**config.mk**
```make
export PLATFORM = sky130hd
export DESIGN_NAME = neopixel_frame_sequencer_flat
export DESIGN_NICKNAME = d
export VERILOG_FILES = /design/src/rtl/neopixel_frame_sequencer_if.sv /design/src/rtl/neopixel_frame_sequencer.sv /design/src/flat_wrapper.sv
export SDC_FILE = /design/constraint.sdc
export NUM_CORES = 1
export LEC_CHECK = 0
export ABC_AREA = 1
export BUFFER_PORTS_ARGS = -buffer_cell sky130_fd_sc_hd__buf_2
export CAP_MARGIN = 40
export CORE_ASPECT_RATIO = 2
export CORE_MARGIN = 1
export CORE_UTILIZATION = 55
export DETAILED_ROUTE_END_ITERATION = 10
export HOLD_SLACK_MARGIN = 0.12
export PLACE_DENSITY = 0.78
export RECOVER_POWER = 100
export SLEW_MARGIN = 20
export SYNTH_ARGS = -nofsm -noshare
export SYNTH_HDL_FRONTEND = slang
export SYNTH_SLANG_ARGS = --single-unit
```
**constraint.sdc**
```tcl
create_clock -name clock -period 5.1 [get_ports clock]
set_input_delay 0.51 -clock clock [delete_from_list [all_inputs] [get_ports clock]]
set_output_delay 0.51 -clock clock [all_outputs]
set_load 0.02 [all_outputs]
```
**src/rtl/neopixel_frame_sequencer_if.sv**
```systemverilog
// Load/send handshake between the frame sequencer and the strand controller.
// The sequencer (master) drives the colour-load and send strobes.
// The controller (slave) returns the ready_to_load / ready_to_send acknowledges.
interface neopixel_frame_sequencer_if;
  logic       load_color;
  logic [1:0] color_index;
  logic [2:0] pixel_index;
  logic [7:0] color_level;
  logic       send_it;
  logic       ready_to_load;
  logic       ready_to_send;

  modport master (
    output load_color, color_index, pixel_index, color_level, send_it,
    input  ready_to_load, ready_to_send
  );

  modport slave (
    input  load_color, color_index, pixel_index, color_level, send_it,
    output ready_to_load, ready_to_send
  );
endinterface

```
**src/rtl/neopixel_frame_sequencer.sv**
```systemverilog
// Frame source for the NeoPixel strand: loads 3*NUM_PIXELS levels, sends, waits, gaps.
// Latency: load/send strobes are combinational from ready_* in the LOAD/SEND states.
// Backpressure: ready_to_load low freezes pixel/channel; ready_to_send gates send and completion.
module neopixel_frame_sequencer #(
  parameter int NUM_PIXELS = 5,
  parameter int FRAME_GAP  = 50000
) (
  input  logic       clock,
  input  logic       reset,
  input  logic       enable,
  input  logic [1:0] mode,
  input  logic [7:0] base_r,
  input  logic [7:0] base_g,
  input  logic [7:0] base_b,
  neopixel_frame_sequencer_if.master strand,
  output logic       frame_done,
  output logic       busy,
  output logic [7:0] frame_count
);

  localparam logic [2:0]  LAST_PIX = 3'(NUM_PIXELS - 1);
  localparam logic [19:0] GAP_LAST = 20'(FRAME_GAP - 1);

  localparam logic [1:0] MODE_SOLID = 2'd0;
  localparam logic [1:0] MODE_CHASE = 2'd1;
  localparam logic [1:0] MODE_FADE  = 2'd2;

  typedef enum logic [2:0] {
    IDLE, LOAD, SEND, WAIT_BUSY, WAIT_DONE, GAP
  } state_t;

  state_t      state, state_nxt;
  logic [2:0]  pix;
  logic [1:0]  ch;
  logic [2:0]  chase_pos;
  logic [19:0] gap_cnt;
  logic [1:0]  lat_mode;
  logic [7:0]  lat_r, lat_g, lat_b, lat_fc;

  logic        start_frame, load_stb, send_stb, done_stb;
  logic        last_chan, gap_end;
  logic [7:0]  base_sel, level;
  logic [15:0] fade_prod;

  assign last_chan = (pix == LAST_PIX) && (ch == 2'd2);
  assign gap_end   = (gap_cnt == GAP_LAST);

  // Next-state and handshake strobes; strobes only exist in their own states.
  always_comb begin
    state_nxt   = state;
    start_frame = 1'b0;
    load_stb    = 1'b0;
    send_stb    = 1'b0;
    done_stb    = 1'b0;
    case (state)
      IDLE: begin
        if (enable && strand.ready_to_load) begin
          state_nxt   = LOAD;
          start_frame = 1'b1;
        end
      end
      LOAD: begin
        load_stb = strand.ready_to_load;
        if (load_stb && last_chan) state_nxt = SEND;
      end
      SEND: begin
        send_stb = strand.ready_to_send;
        if (send_stb) state_nxt = WAIT_BUSY;
      end
      WAIT_BUSY: begin
        if (!strand.ready_to_send) state_nxt = WAIT_DONE;
      end
      WAIT_DONE: begin
        if (strand.ready_to_send) begin
          done_stb  = 1'b1;
          state_nxt = GAP;
        end
      end
      GAP: begin
        if (gap_end) begin
          if (enable && strand.ready_to_load) begin
            state_nxt   = LOAD;
            start_frame = 1'b1;
          end else begin
            state_nxt = IDLE;
          end
        end
      end
      default: state_nxt = IDLE;
    endcase
  end

  // Pattern level for the current pixel/channel, from values latched at frame start.
  always_comb begin
    case (ch)
      2'd1:    base_sel = lat_b;
      2'd2:    base_sel = lat_g;
      default: base_sel = lat_r;
    endcase
    fade_prod = {8'd0, base_sel} * {8'd0, lat_fc};
    case (lat_mode)
      MODE_SOLID: level = base_sel;
      MODE_CHASE: level = (pix == chase_pos) ? base_sel : 8'd0;
      MODE_FADE:  level = fade_prod[15:8];
      default:    level = 8'd0;
    endcase
  end

  assign strand.load_color  = load_stb;
  assign strand.send_it     = send_stb;
  assign strand.pixel_index = (state == LOAD) ? pix : 3'd0;
  assign strand.color_index = (state == LOAD) ? ch : 2'd0;
  assign strand.color_level = (state == LOAD) ? level : 8'd0;
  assign frame_done         = done_stb;
  assign busy               = (state != IDLE);

  // State register.
  always_ff @(posedge clock or posedge reset) begin
    if (reset) state <= IDLE;
    else       state <= state_nxt;
  end

  // Pixel/channel walk R->B->G per pixel; restarts at each new frame.
  always_ff @(posedge clock or posedge reset) begin
    if (reset) begin
      pix <= 3'd0;
      ch  <= 2'd0;
    end else if (start_frame) begin
      pix <= 3'd0;
      ch  <= 2'd0;
    end else if (load_stb) begin
      if (ch == 2'd2) begin
        ch  <= 2'd0;
        pix <= last_chan ? 3'd0 : pix + 3'd1;
      end else begin
        ch <= ch + 2'd1;
      end
    end
  end

  // Snapshot pattern inputs so mid-frame changes cannot tear a frame.
  always_ff @(posedge clock or posedge reset) begin
    if (reset) begin
      lat_mode <= 2'd0;
      lat_r    <= 8'd0;
      lat_g    <= 8'd0;
      lat_b    <= 8'd0;
      lat_fc   <= 8'd0;
    end else if (start_frame) begin
      lat_mode <= mode;
      lat_r    <= base_r;
      lat_g    <= base_g;
      lat_b    <= base_b;
      lat_fc   <= frame_count;
    end
  end

  // Frame completion bookkeeping: frame counter and chase position advance together.
  always_ff @(posedge clock or posedge reset) begin
    if (reset) begin
      frame_count <= 8'd0;
      chase_pos   <= 3'd0;
    end else if (done_stb) begin
      frame_count <= frame_count + 8'd1;
      chase_pos   <= (chase_pos == LAST_PIX) ? 3'd0 : chase_pos + 3'd1;
    end
  end

  // Inter-frame gap timer, cleared whenever the sequencer is not in GAP.
  always_ff @(posedge clock or posedge reset) begin
    if (reset)                     gap_cnt <= 20'd0;
    else if (state == GAP && !gap_end) gap_cnt <= gap_cnt + 20'd1;
    else                           gap_cnt <= 20'd0;
  end

endmodule

```
**src/flat_wrapper.sv**
```systemverilog
// flat-port wrapper written by rule: the top's interface ports become plain ports
module neopixel_frame_sequencer_flat 
#(
  parameter int NUM_PIXELS = 5,
  parameter int FRAME_GAP  = 50000
)
  (clock, reset, enable, mode, base_r, base_g, base_b, frame_done, busy, frame_count, strand_load_color, strand_color_index, strand_pixel_index, strand_color_level, strand_send_it, strand_ready_to_load, strand_ready_to_send);
  neopixel_frame_sequencer_if strand_i ();
  input  logic clock;
  input  logic reset;
  input  logic enable;
  input  logic [1:0] mode;
  input  logic [7:0] base_r;
  input  logic [7:0] base_g;
  input  logic [7:0] base_b;
  output logic frame_done;
  output logic busy;
  output logic [7:0] frame_count;
  output wire logic [$bits(strand_i.load_color)-1:0] strand_load_color;
  output wire logic [$bits(strand_i.color_index)-1:0] strand_color_index;
  output wire logic [$bits(strand_i.pixel_index)-1:0] strand_pixel_index;
  output wire logic [$bits(strand_i.color_level)-1:0] strand_color_level;
  output wire logic [$bits(strand_i.send_it)-1:0] strand_send_it;
  input wire logic [$bits(strand_i.ready_to_load)-1:0] strand_ready_to_load;
  input wire logic [$bits(strand_i.ready_to_send)-1:0] strand_ready_to_send;
  assign strand_load_color = strand_i.load_color;
  assign strand_color_index = strand_i.color_index;
  assign strand_pixel_index = strand_i.pixel_index;
  assign strand_color_level = strand_i.color_level;
  assign strand_send_it = strand_i.send_it;
  assign strand_i.ready_to_load = strand_ready_to_load;
  assign strand_i.ready_to_send = strand_ready_to_send;
  neopixel_frame_sequencer #(.NUM_PIXELS(NUM_PIXELS), .FRAME_GAP(FRAME_GAP)) u_core (.clock(clock), .reset(reset), .enable(enable), .mode(mode), .base_r(base_r), .base_g(base_g), .base_b(base_b), .strand(strand_i), .frame_done(frame_done), .busy(busy), .frame_count(frame_count));
endmodule
```
# Word level (Yosys, flattened, before mapping)
# Index checks and enable logic that the tools add are counted.
# classes
reduce_logical	12
mul	1
n_addsub	5
eq_ne	19
muxes	30
# ops
op	n
3-bit 2-to-1 mux	12
8-bit case mux with 3 select lines	1
20-bit by 1-bit adder with 20-bit output (second input constant)	1
20-bit by 16-bit == test with 1-bit output (second input constant)	1
20-bit 2-to-1 mux	1
3-bit case mux with 6 select lines	1
8-bit by 8-bit multiplier with 16-bit output	1
8-bit 2-to-1 mux	2
8-bit case mux with 2 select lines	1
3-bit == test (second input constant)	4
8-bit by 1-bit adder with 8-bit output (second input constant)	1
2-bit 2-to-1 mux	4
1-bit 2-to-1 mux	7
3-bit by 1-bit adder with 3-bit output (second input constant)	2
3-bit by 2-bit == test with 1-bit output (second input constant)	2
2-bit by 1-bit != test with 1-bit output (second input constant)	3
2-bit != test (second input constant)	3
6-bit AND reduction	1
2-bit by 1-bit == test with 1-bit output (second input constant)	2
2-bit == test (second input constant)	2
1-bit logical AND	4
2-bit nonzero test	2
3-bit by 1-bit == test with 1-bit output (second input constant)	1
3-bit == test	1
7 further kinds	7
# word_totals
in_bits	31
out_inout_bits	25
reg_bits	73
wordCells	78

# Longest topological paths before layout
# logic_depth
word_depth	6
depth_mapped	25
depth_no_buf	24

# Worst setup path after synthesis
# No wires, ideal clock.
# synth_path
kind	flip-flop to output port
startpoint	register u_core.ch[0]
endpoint	output strand_color_level[7]
t_required_ns	4.590
arrival_ns	5.091
path_stages_with_launch	24
path_buffers	1
path_slack_ns	-0.501
path_cell_list	dfrtp_1 -> inv_1 -> ha_1 -> buf_4 -> inv_2 -> a221o_1 -> o21ai_1 -> nor2_1 -> fa_1 -> fa_1 -> fa_1 -> inv_1 -> fa_1 -> inv_1 -> ha_1 -> a21oi_1 -> nor2_1 -> nor2_1 -> o21ai_0 -> a21oi_1 -> nand2_1 -> nand2_1 -> nand3_1 -> a21oi_1
# synth_via
elab_chain_cells	5
word_cells_on_any_way	7
# synth_lines
item	line_no	source
start: declaration	neopixel_frame_sequencer.sv:34	logic [1:0] ch;
start signal: assignment	neopixel_frame_sequencer.sv:136	ch <= ch + 2'd1;
2-bit == test or 2-bit by 1-bit == test with 1-bit output (tied branches)	neopixel_frame_sequencer.sv:95	case (ch)
8-bit case mux with 2 select lines *	neopixel_frame_sequencer.sv:95	
8-bit by 8-bit multiplier with 16-bit output or 8-bit 2-to-1 mux (tied branches)	neopixel_frame_sequencer.sv:100, neopixel_frame_sequencer.sv:103	
8-bit case mux with 3 select lines *	neopixel_frame_sequencer.sv:101	case (lat_mode)
8-bit 2-to-1 mux *	neopixel_frame_sequencer.sv:113	assign strand.color_level = (state == LOAD) ? level : 8'd0;
end: declaration	flat_wrapper.sv:22	output wire logic [$bits(strand_i.color_level)-1:0] strand_color_level;
# Every way passes the cells marked *; elsewhere a longest branch is shown, timed or not.

# Worst setup path in the final report
# layout_path
startpoint	register u_core.ch[0]
endpoint	output strand_color_level[4]
# The elaborated chain is that of the path after synthesis.

==> flow_summary.ini <==
[logic_synthesis]
ys_types = 42
synth_area_um2 = 5690
synth_seq_cells = 73
syn_area_per_cell_um2 = 7.88
ys_seq_area_share_pct = 32.1
netlist_instances = 722
synth_fp_nets = 831
yosysWarnings = 0

[sta]
finalHoldViolCount = 0
slew_headroom_pct = -43.9
finalCriticalPeriod_ns = 5.64
hold_slack_ns = 0.376
rsz0062_at_grt = true
fin_skew_ns = 0.00772
setup_viol = 8
finalWorstSetupSlack_ns = -0.539
drv_slew = 126
tightestPinTransition_ns = 2.16
timing.fmax_mhz = 177
fin_crit_sh_pct = 111

[run]
cap_violations = 3

[critical_path]
cp.arrival_ns = 5.13
setup.worst_path.end_class = primary output
cp.required_ns = 4.59
timing_worst_setup_path_type = flip-flop to primary output
ff2ff_path_depth = 10
worstPathMaxFanout = 7
crit_path_start_kind = flip-flop

[grt]
grt_pass1_wl_um = 25000
grt_overflow = 0
globalRouteTotalUtil_pct = 30.9
grt_pass1_vias = 5508
antenna_found_initial = 0
grt_start_max_net_pins = 51

[clock_network]
htree_levels = 3
path_clk_slew_ns = 0.06
cts_tree = done
clk_path_buf_depth = 2
cts_root_buffer = clkbuf_16
clock_sinks = 73
clock_latency_ns = 0.34
cts_buffers = 9
postCtsHoldBufs = 0

[die]
die-area_um2 = 10800
num_rows = 52
die_h_um = 146
die_w_um = 73.9
core_area_um2 = 10100
initial_core_util_pct = 56.4
ios = 56

[cells_and_area]
n_antenna_cell = 0
area_growth_pct = 27.8
final_layout_size_suffix_gt1_share_pct = 24.7
num-nets-final = 934

[drt]
antenna_left = 0
drt-total-wl_um = 15700
drtPass1Iterations = 4
vias_per_cell = 5.43
post_drt_wl_per_cell_um = 16.3
drt-initial-drc-count = 214
vias = 5240
drc_errors = 0

[worst_hold_path]
hp-class = primary input to flip-flop
min_path_cells = 3

[status]
violations = max-capacitance violations, max-slew violations, negative setup slack
status = finished with violations

[placement]
portBuffers = 55
post-place-ws_ns = -0.423
dp_hpwl_um = 12000
globalplace.congestion = 0.945
[per-layer routing]
layer | vias up | global-route usage, % | wire length [um]
li1 | 2491 | - | -
met3 | 64 | 3.53 | 366
met1 | 2555 | 28.1 | 5060
met4 | 0 | 18.8 | 1010
met2 | 130 | 60.2 | 9300
met5 | - | 0 | 0
[registers in the layout (all words and copies together), names as in the netlist]
signal	count
u_core.lat_b	8
u_core.pix	3
u_core.lat_fc	8
u_core.frame_count	8
u_core.lat_g	8
u_core.ch	2
u_core.gap_cnt	20
u_core.lat_r	8
u_core.lat_mode	2
u_core.chase_pos	3
u_core.state	3
[placed cells by master, fill, tap and decap left out, types with 3 or more instances in the layout]
cell type,n
o21ai_4,8
o21a_1,3
a31oi_1,4
a21oi_1,14
dfrtp_1,73
a221o_1,6
nor4_1,3
ha_4,8
bufinv_16,3
nand2_2,15
ha_1,34
nand4_1,3
nand2_1,162
nor2_2,14
nor3b_1,6
buf_4,43
a21oi_2,10
inv_1,100
clkbuf_16,9
clkbuf_1,22
nor2_4,8
nand3_2,8
o21ai_0,22
fa_1,31
nor2_1,80
fa_2,4
inv_2,9
nor3_1,12
nand3_1,26
buf_6,8
xor2_1,7
a21oi_4,7
nand2_4,4
buf_2,31
xnor2_1,4
[per-stage QoR]
stage	utilization, %	instance area, um^2	std cells	setup TNS, ns
global placement	65.0	6560	936	-1.34
global route	72.1	7270	965	-5.41
CTS	70.5	7110	959	-3.53
detailed placement	65.2	6580	937	-2.40
floorplan	-	5910	722	-0.0203
finish	72.1	7270	965	-3.82
[Yosys cell counts, drive strengths merged]
cell type | instances | area share (%)
nand3b | 2 | 0.26
a21oi | 31 | 2.7
dfrtp | 73 | 32
o22ai | 2 | 0.22
a31oi | 4 | 0.44
clkbuf | 1 | 0.066
xnor2 | 4 | 0.62
a21o | 2 | 0.26
nand2b | 1 | 0.11
buf | 13 | 1.6
a221o | 6 | 1.1
a21boi | 1 | 0.13
a22o | 1 | 0.15
or2 | 2 | 0.22
nor2 | 102 | 7.4
fa | 35 | 12
and3b | 1 | 0.15
xor2 | 7 | 1.1
nand2 | 181 | 12
nor3 | 14 | 1.3
nand4 | 3 | 0.33
ha | 43 | 9.5
nor4 | 3 | 0.44
nor3b | 6 | 0.79
o21ai | 34 | 3.0
o21bai | 1 | 0.13
inv | 110 | 7.3
o21a | 3 | 0.40
o31ai | 1 | 0.13
nand3 | 35 | 3.6
[critical path: stages, from the launching register on]
cell	delay, ns
dfrtp_1	0.40
inv_2	0.09
ha_4	0.31
inv_6	0.05
a221o_1	0.29
o21ai_4	0.12
inv_2	0.07
nand2_2	0.06
fa_1	0.44
fa_1	0.54
inv_1	0.05
fa_1	0.49
fa_2	0.60
ha_4	0.23
a21oi_4	0.20
o21ai_4	0.10
a21oi_2	0.17
nand2_2	0.09
a21boi_2	0.16
o21ai_2	0.07
a21oi_2	0.13
buf_6	0.13
[timing repair]
action / in CTS / in global routing
hold endpoints to repair: 0 / 0
endpoints found under the setup margin: 8 / 8
setup buffers: 6 / 4
pin swaps: 16 / 20
gates resized for setup: 42 / 45
[area by class of cell]
cell class	count	area, um^2
Multi-Input combinational cell	525	3810
Clock buffer	10	229
Fill cell	790	2810
Sequential cell	73	1830
Tap cell	135	169
Timing Repair Buffer	106	702
Clock inverter	6	115
Inverter	110	418
[path summary, 6_finish.rpt]
path                                     from               endpoint  slack (ns)
max                              u_core.ch[0]  strand_color_level[4]       -0.54
min                                 base_g[1]        u_core.lat_g[1]        0.38
max reg2reg                u_core.gap_cnt[15]        u_core.lat_b[3]        0.92
min reg2reg                 u_core.gap_cnt[0]      u_core.gap_cnt[0]        0.49
max in group asynchronous               reset       u_core.lat_fc[7]        1.51
min in group asynchronous               reset        u_core.lat_g[7]        0.81
[cells by family after synthesis]
group	synth area share (%)
AOI/OAI and AO/OA	8.64
xor gates and xnor gates	1.69
adders and majority gates	21.8
DFF	32.1
buffers and inverters	8.88
and+or+nand+nor	26.9
Power is left out: the tool's default activity adds up to more than one toggle a clock period on the data nets, which glitch-free logic cannot reach.
